==> config.mk <==
export PLATFORM = sky130hd
export DESIGN_NAME = s27_state_seq_flat
export DESIGN_NICKNAME = d
export VERILOG_FILES = /design/src/rtl/s27_state_seq_if.sv /design/src/rtl/s27_state_seq.sv /design/src/flat_wrapper.sv
export SDC_FILE = /design/constraint.sdc
export NUM_CORES = 1
export LEC_CHECK = 0
export ABC_AREA = 1
export BUFFER_PORTS_ARGS = -buffer_cell sky130_fd_sc_hd__buf_2
export CAP_MARGIN = 25
export CORE_ASPECT_RATIO = 1.1
export CORE_MARGIN = 8
export CORE_UTILIZATION = 31
export CTS_CLUSTER_SIZE = 28
export DETAILED_ROUTE_END_ITERATION = 8
export PLACE_DENSITY = 0.47
export SKIP_LAST_GASP = 1
export SLEW_MARGIN = 40
export SYNTH_ARGS = -nofsm -noshare
export SYNTH_HDL_FRONTEND = slang
export SYNTH_SLANG_ARGS = --single-unit
==> constraint.sdc <==
create_clock -name CK -period 3.1 [get_ports CK]
set_clock_uncertainty 0.15 [all_clocks]
set_input_delay 0.155 -clock CK [delete_from_list [all_inputs] [get_ports CK]]
set_output_delay 0.155 -clock CK [all_outputs]
set_load 0.005 [all_outputs]
==> src/rtl/s27_state_seq_if.sv <==
// Frame stream bundle for s27_state_seq: input vector handshake and result handshake.
interface s27_state_seq_if #(
  parameter int FRAME_W = 8
);
  logic               in_valid;
  logic               in_ready;
  logic [3:0]         in_vec;
  logic               out_valid;
  logic               out_ready;
  logic               out_g17;
  logic [FRAME_W-1:0] out_frame;

  modport master (
    output in_valid, in_vec, out_ready,
    input  in_ready, out_valid, out_g17, out_frame
  );

  modport slave (
    input  in_valid, in_vec, out_ready,
    output in_ready, out_valid, out_g17, out_frame
  );
endinterface

==> src/rtl/s27_state_seq.sv <==
// Sequential wrapper around the combinational s27 core: owns the state flops, frames one vector at a time.
// Optional MISR signature output enabled by defining S27_SIG_EN.
module s27_state_seq #(
  parameter int         FRAME_W   = 8,
  parameter logic [2:0] RST_STATE = 3'b000
) (
  input  logic CK,
  input  logic RN,
  s27_state_seq_if.slave bus,
  output logic G0,
  output logic G1,
  output logic G2,
  output logic G3,
  output logic DFF_0_Q,
  output logic DFF_1_Q,
  output logic DFF_2_Q,
  input  logic DFF_0_D,
  input  logic DFF_1_D,
  input  logic DFF_2_D,
  input  logic G17,
  input  logic scan_en,
  input  logic scan_in,
  output logic scan_out
`ifdef S27_SIG_EN
  ,
  output logic [15:0] sig
`endif
);

  typedef enum logic [1:0] {IDLE, APPLY, HOLD, SCAN} state_t;

  localparam logic [FRAME_W-1:0] FRAME_ONE = {{(FRAME_W-1){1'b0}}, 1'b1};

  state_t             r_state;
  state_t             w_nextState;
  logic               w_inReady;
  logic               w_accept;
  logic               w_apply;
  logic               w_shift;
  logic [3:0]         r_g;
  logic [2:0]         r_q;
  logic               r_outValid;
  logic               r_outG17;
  logic [FRAME_W-1:0] r_outFrame;
  logic [FRAME_W-1:0] r_frameCnt;

  always_ff @(posedge CK or negedge RN) begin
    if (!RN) r_state <= IDLE;
    else     r_state <= w_nextState;
  end

  // Scan wins over a new vector in IDLE; scan_en is ignored while a frame is in flight.
  always_comb begin
    w_nextState = r_state;
    w_inReady   = 1'b0;
    case (r_state)
      IDLE: begin
        w_inReady = !scan_en;
        if (scan_en)           w_nextState = SCAN;
        else if (bus.in_valid) w_nextState = APPLY;
      end
      APPLY: w_nextState = HOLD;
      HOLD: begin
        w_inReady = bus.out_ready;
        if (bus.out_ready) w_nextState = bus.in_valid ? APPLY : IDLE;
      end
      SCAN: begin
        if (!scan_en) w_nextState = IDLE;
      end
      default: w_nextState = IDLE;
    endcase
  end

  assign w_accept = bus.in_valid && w_inReady;
  assign w_apply  = (r_state == APPLY);
  // The edge that enters SCAN already shifts, so N cycles of scan_en move N bits.
  assign w_shift  = scan_en && ((r_state == IDLE) || (r_state == SCAN));

  always_ff @(posedge CK or negedge RN) begin
    if (!RN) begin
      r_g        <= 4'b0000;
      r_q        <= RST_STATE;
      r_outValid <= 1'b0;
      r_outG17   <= 1'b0;
      r_outFrame <= '0;
      r_frameCnt <= '0;
    end else begin
      if (w_accept) r_g <= bus.in_vec;
      if (w_apply) begin
        r_q        <= {DFF_2_D, DFF_1_D, DFF_0_D};
        r_outG17   <= G17;
        r_outFrame <= r_frameCnt;
        r_frameCnt <= r_frameCnt + FRAME_ONE;
        r_outValid <= 1'b1;
      end else if (w_shift) begin
        r_q <= {r_q[1:0], scan_in};
      end
      if ((r_state == HOLD) && bus.out_ready) r_outValid <= 1'b0;
    end
  end

`ifdef S27_SIG_EN
  logic [15:0] r_sig;

  always_ff @(posedge CK or negedge RN) begin
    if (!RN) begin
      r_sig <= 16'hFFFF;
    end else if (w_apply) begin
      r_sig <= {r_sig[14:0], 1'b0} ^ (r_sig[15] ? 16'h1021 : 16'h0000) ^
               {12'b0, G17, DFF_2_D, DFF_1_D, DFF_0_D};
    end
  end

  assign sig = r_sig;
`endif

  assign bus.in_ready  = w_inReady;
  assign bus.out_valid = r_outValid;
  assign bus.out_g17   = r_outG17;
  assign bus.out_frame = r_outFrame;

  assign {G3, G2, G1, G0}          = r_g;
  assign {DFF_2_Q, DFF_1_Q, DFF_0_Q} = r_q;
  assign scan_out                  = r_q[2];

endmodule
==> src/flat_wrapper.sv <==
// flat-port wrapper written by rule: the top's interface ports become plain ports
module s27_state_seq_flat 
#(
  parameter int         FRAME_W   = 8,
  parameter logic [2:0] RST_STATE = 3'b000
)
  (CK, RN, G0, G1, G2, G3, DFF_0_Q, DFF_1_Q, DFF_2_Q, DFF_0_D, DFF_1_D, DFF_2_D, G17, scan_en, scan_in, scan_out, bus_in_valid, bus_in_vec, bus_out_ready, bus_in_ready, bus_out_valid, bus_out_g17, bus_out_frame);
  s27_state_seq_if #(.FRAME_W(FRAME_W)) bus_i ();
  input  logic CK;
  input  logic RN;
  output logic G0;
  output logic G1;
  output logic G2;
  output logic G3;
  output logic DFF_0_Q;
  output logic DFF_1_Q;
  output logic DFF_2_Q;
  input  logic DFF_0_D;
  input  logic DFF_1_D;
  input  logic DFF_2_D;
  input  logic G17;
  input  logic scan_en;
  input  logic scan_in;
  output logic scan_out;
  input wire logic [$bits(bus_i.in_valid)-1:0] bus_in_valid;
  input wire logic [$bits(bus_i.in_vec)-1:0] bus_in_vec;
  input wire logic [$bits(bus_i.out_ready)-1:0] bus_out_ready;
  output wire logic [$bits(bus_i.in_ready)-1:0] bus_in_ready;
  output wire logic [$bits(bus_i.out_valid)-1:0] bus_out_valid;
  output wire logic [$bits(bus_i.out_g17)-1:0] bus_out_g17;
  output wire logic [$bits(bus_i.out_frame)-1:0] bus_out_frame;
  assign bus_i.in_valid = bus_in_valid;
  assign bus_i.in_vec = bus_in_vec;
  assign bus_i.out_ready = bus_out_ready;
  assign bus_in_ready = bus_i.in_ready;
  assign bus_out_valid = bus_i.out_valid;
  assign bus_out_g17 = bus_i.out_g17;
  assign bus_out_frame = bus_i.out_frame;
  s27_state_seq #(.FRAME_W(FRAME_W), .RST_STATE(RST_STATE)) u_core (.CK(CK), .RN(RN), .bus(bus_i), .G0(G0), .G1(G1), .G2(G2), .G3(G3), .DFF_0_Q(DFF_0_Q), .DFF_1_Q(DFF_1_Q), .DFF_2_Q(DFF_2_Q), .DFF_0_D(DFF_0_D), .DFF_1_D(DFF_1_D), .DFF_2_D(DFF_2_D), .G17(G17), .scan_en(scan_en), .scan_in(scan_in), .scan_out(scan_out));
endmodule
==> impl_metrics.toml <==
[worst_setup_path]
max_stage_delay_ns = 0.53
crit_slowest_cell = "ha_1"
r2r_start = "u_core.r_state[1]"
critical_path_buf_inv_count = 3
cp-start-kind = "flop"
cp-end-kind = "flop"
regToRegSetupSlack_ns = 1.15
crit_arrival_ns = 1.96
worstSetupStartpoint = "u_core.r_state[1]"
reg2reg_depth = 7
cp_cell_sequence = "inv_1, ha_1, inv_2, nand2_1, inv_1, nand2_1, nand3_1"
critPathMaxFanout = 17
crit_cells = 7
cp-endpoint = "u_core.r_q[1]"
crit_family = "adder cells"
crit_type = "flop to flop"
rr_endpoint = "u_core.r_q[1]"
required_ns = 3.10

[sta]
setup-tns-final_ns = 0
setup_viol = 0
timing.final.crit_share_pct = 63.0
fin_crit_ns = 1.95
timing.fmax_mhz = 512
final-hold-violation-count = 0
rsz0062_at_grt = "false"
slew_headroom_pct = 58.4
tightest_slew_ns = 0.625
slew_violations = 0

[placement]
dpl.hpwl_mm = 2.11
portBuffers = 32
gp_congestion = 0.773

[floorplanning]
coreArea_um2 = 3990
io_pins = 33
die_y_um = 84.0
std_cell_rows = 24
start_util_pct = 32.6
die_w_um = 77.8
die-area_um2 = 6530

[routing]
ant_nets = 0
viasPerCell = 4.33
post_drt_wl_per_cell_um = 11.3
drtIter0Drc = 41
dr.pass1.iters = 4
routed_wl_mm = 2.82
drc = 0
vias = 1078

[pwr]
leakagePower_nw = 0.910
vdd_ir_drop_max_mv = 0.307
total_power_w = 0.00135
pwr-share-comb_pct = 42.1
power.density_nw_per_um2 = 833
clock_power_share_pct = 14.5
p_switching_w = 0.000541
p_int_w = 0.000811
power_frac_seq_pct = 43.4
swShare_pct = 40.0

[global_routing]
antenna_found_initial = 0
grt_pass1_vias = 1092
grt-ovfl-total = 0
grt_max_degree = 28
grt_pass1_wl_mm = 4.82
grt.total_usage_pct = 8.84

[clocking]
cts_root_buf = "clkbuf_8"
cts_max_path_buffers = 2
path_clk_slew_ns = 0.09
h-tree-depth = 1
cts_setup_buffers = 0
cts.sinks = 27
holdBufCountCts = 8
cts_tree = "built"
cts.repair.resized = 0
clk_latency_ns = 0.26
cts_made_buffers = 3

[synth]
yosysTopAreaCellShare_pct = 51.9
syn_area_per_cell_um2 = 8.29
syn_nets = 176
syn_inst = 157
yosysSeqAreaShare_pct = 51.9
synth.distinct_cells = 19
synth_seq_cells = 27
synth.cell_area_um2 = 1300
synthTopCellsByArea = "dfrtp_1 (52%), nand2_1 (21%), ha_1 (4.8%)"
post-synth-top-area-cell = "dfrtp_1"
yosys_warnings = 0

[layout]
layout_commonest_cell = "nand2_1"
final_nets = 217
final_cell_mix = "nand2_1 (72), buf_2 (32), dfrtp_1 (27)"
drive_above_1_share_pct = 21.3
diodes = 0
area_delta_synth_final_pct = 24.6
post-route-util_pct = 40.6

[min_path]
hold_class = "input port to flop"
whs_path_depth = 5

[run]
maxCapViolCount = 0

[run_status]
status = "complete, no violations"
-- cells by family (layout without fill, tap and decap cells) --
logic type,after synthesis,count (layout),share of synthesized area [%]
buffers and inverters,20,60,6.92
XOR/XNOR,3,3,2.02
AO/OA/AOI/OAI,5,5,2.98
adder cells (fa/ha/maj),5,5,4.81
AND/OR/NAND/NOR,97,97,31.3
flip-flops,27,27,51.9
-- per-layer routing --
metal | vias up | GRT usage, % | share of wire [%]
met2 | 13 | 15.4 | 51
li1 | 564 | - | -
met4 | 0 | 3.26 | 0.60
met5 | - | 0 | 0
met3 | 2 | 1.94 | 3.7
met1 | 499 | 10.1 | 44
-- synthesized netlist by cell type --
master    instances
nand2_1          72
dfrtp_1          27
inv_1            14
nand3_1          11
nor2_1            6
ha_1              5
buf_4             4
nand4_1           3
xor2_1            3
inv_2             2
o21ai_0           2
nand2_2           1
nand2_4           1
nand3_2           1
nand3b_1          1
nor2_2            1
o21a_1            1
o21ai_1           1
o21ai_4           1
-- power by group through the flow --
stage | combinational [W] | sequential, W | clock, W
floorplan | 0.000398 | 0.000589 | 0
global placement | 0.000568 | 0.000592 | 0
detailed placement | 0.000579 | 0.000596 | 0
CTS | 0.000588 | 0.000590 | 0.000204
global route | 0.000665 | 0.000610 | 0.000215
finish | 0.000569 | 0.000587 | 0.000196
-- worst min-delay path by stage --
stage | startpoint | to
5_1_grt | bus_in_valid | u_core.r_g[0]
2_1_floorplan | RN | u_core.bus.out_frame[0]
3_3_place_gp | RN | u_core.bus.out_frame[1]
6_report | scan_in | u_core.r_q[0]
4_1_cts | scan_in | u_core.r_q[0]
3_5_place_dp | RN | u_core.bus.out_frame[1]
-- final cells by class --
class | count | area, um^2
Fill cell | 417 | 2370
Sequential cell | 27 | 676
Multi-Input combinational cell | 110 | 536
Timing Repair Buffer | 40 | 240
Tap cell | 52 | 65.1
Inverter | 16 | 60.1
Clock buffer | 4 | 45.0
-- metrics by stage --
stage	cells	instance area, um^2	worst slack (ns)	hold slack, ns
CTS	249	1620	1.09	0.0406
finish	249	1620	1.15	0.0443
detailed placement	237	1500	1.12	0.0571
floorplan	157	1300	1.73	-0.291
global placement	237	1500	1.24	0.0538
global route	249	1620	0.882	0.0640
-- registers in the layout, summed over array words and instances (netlist names) --
name and flops:
u_core.bus.out_frame 8, u_core.r_q 3, u_core.bus.out_valid 1, u_core.bus.out_g17 1, u_core.r_g 4, u_core.r_frameCnt 8, u_core.r_state 2
-- worst register-to-register path: cells and delay by family (launching register included) --
kind	cells	cell delay [ns]
fa+ha+maj	1	0.53
buf+inv	3	0.44
flops	1	0.43
simple gates	3	0.29
Note: power is estimated with default switching activity, not from simulation.
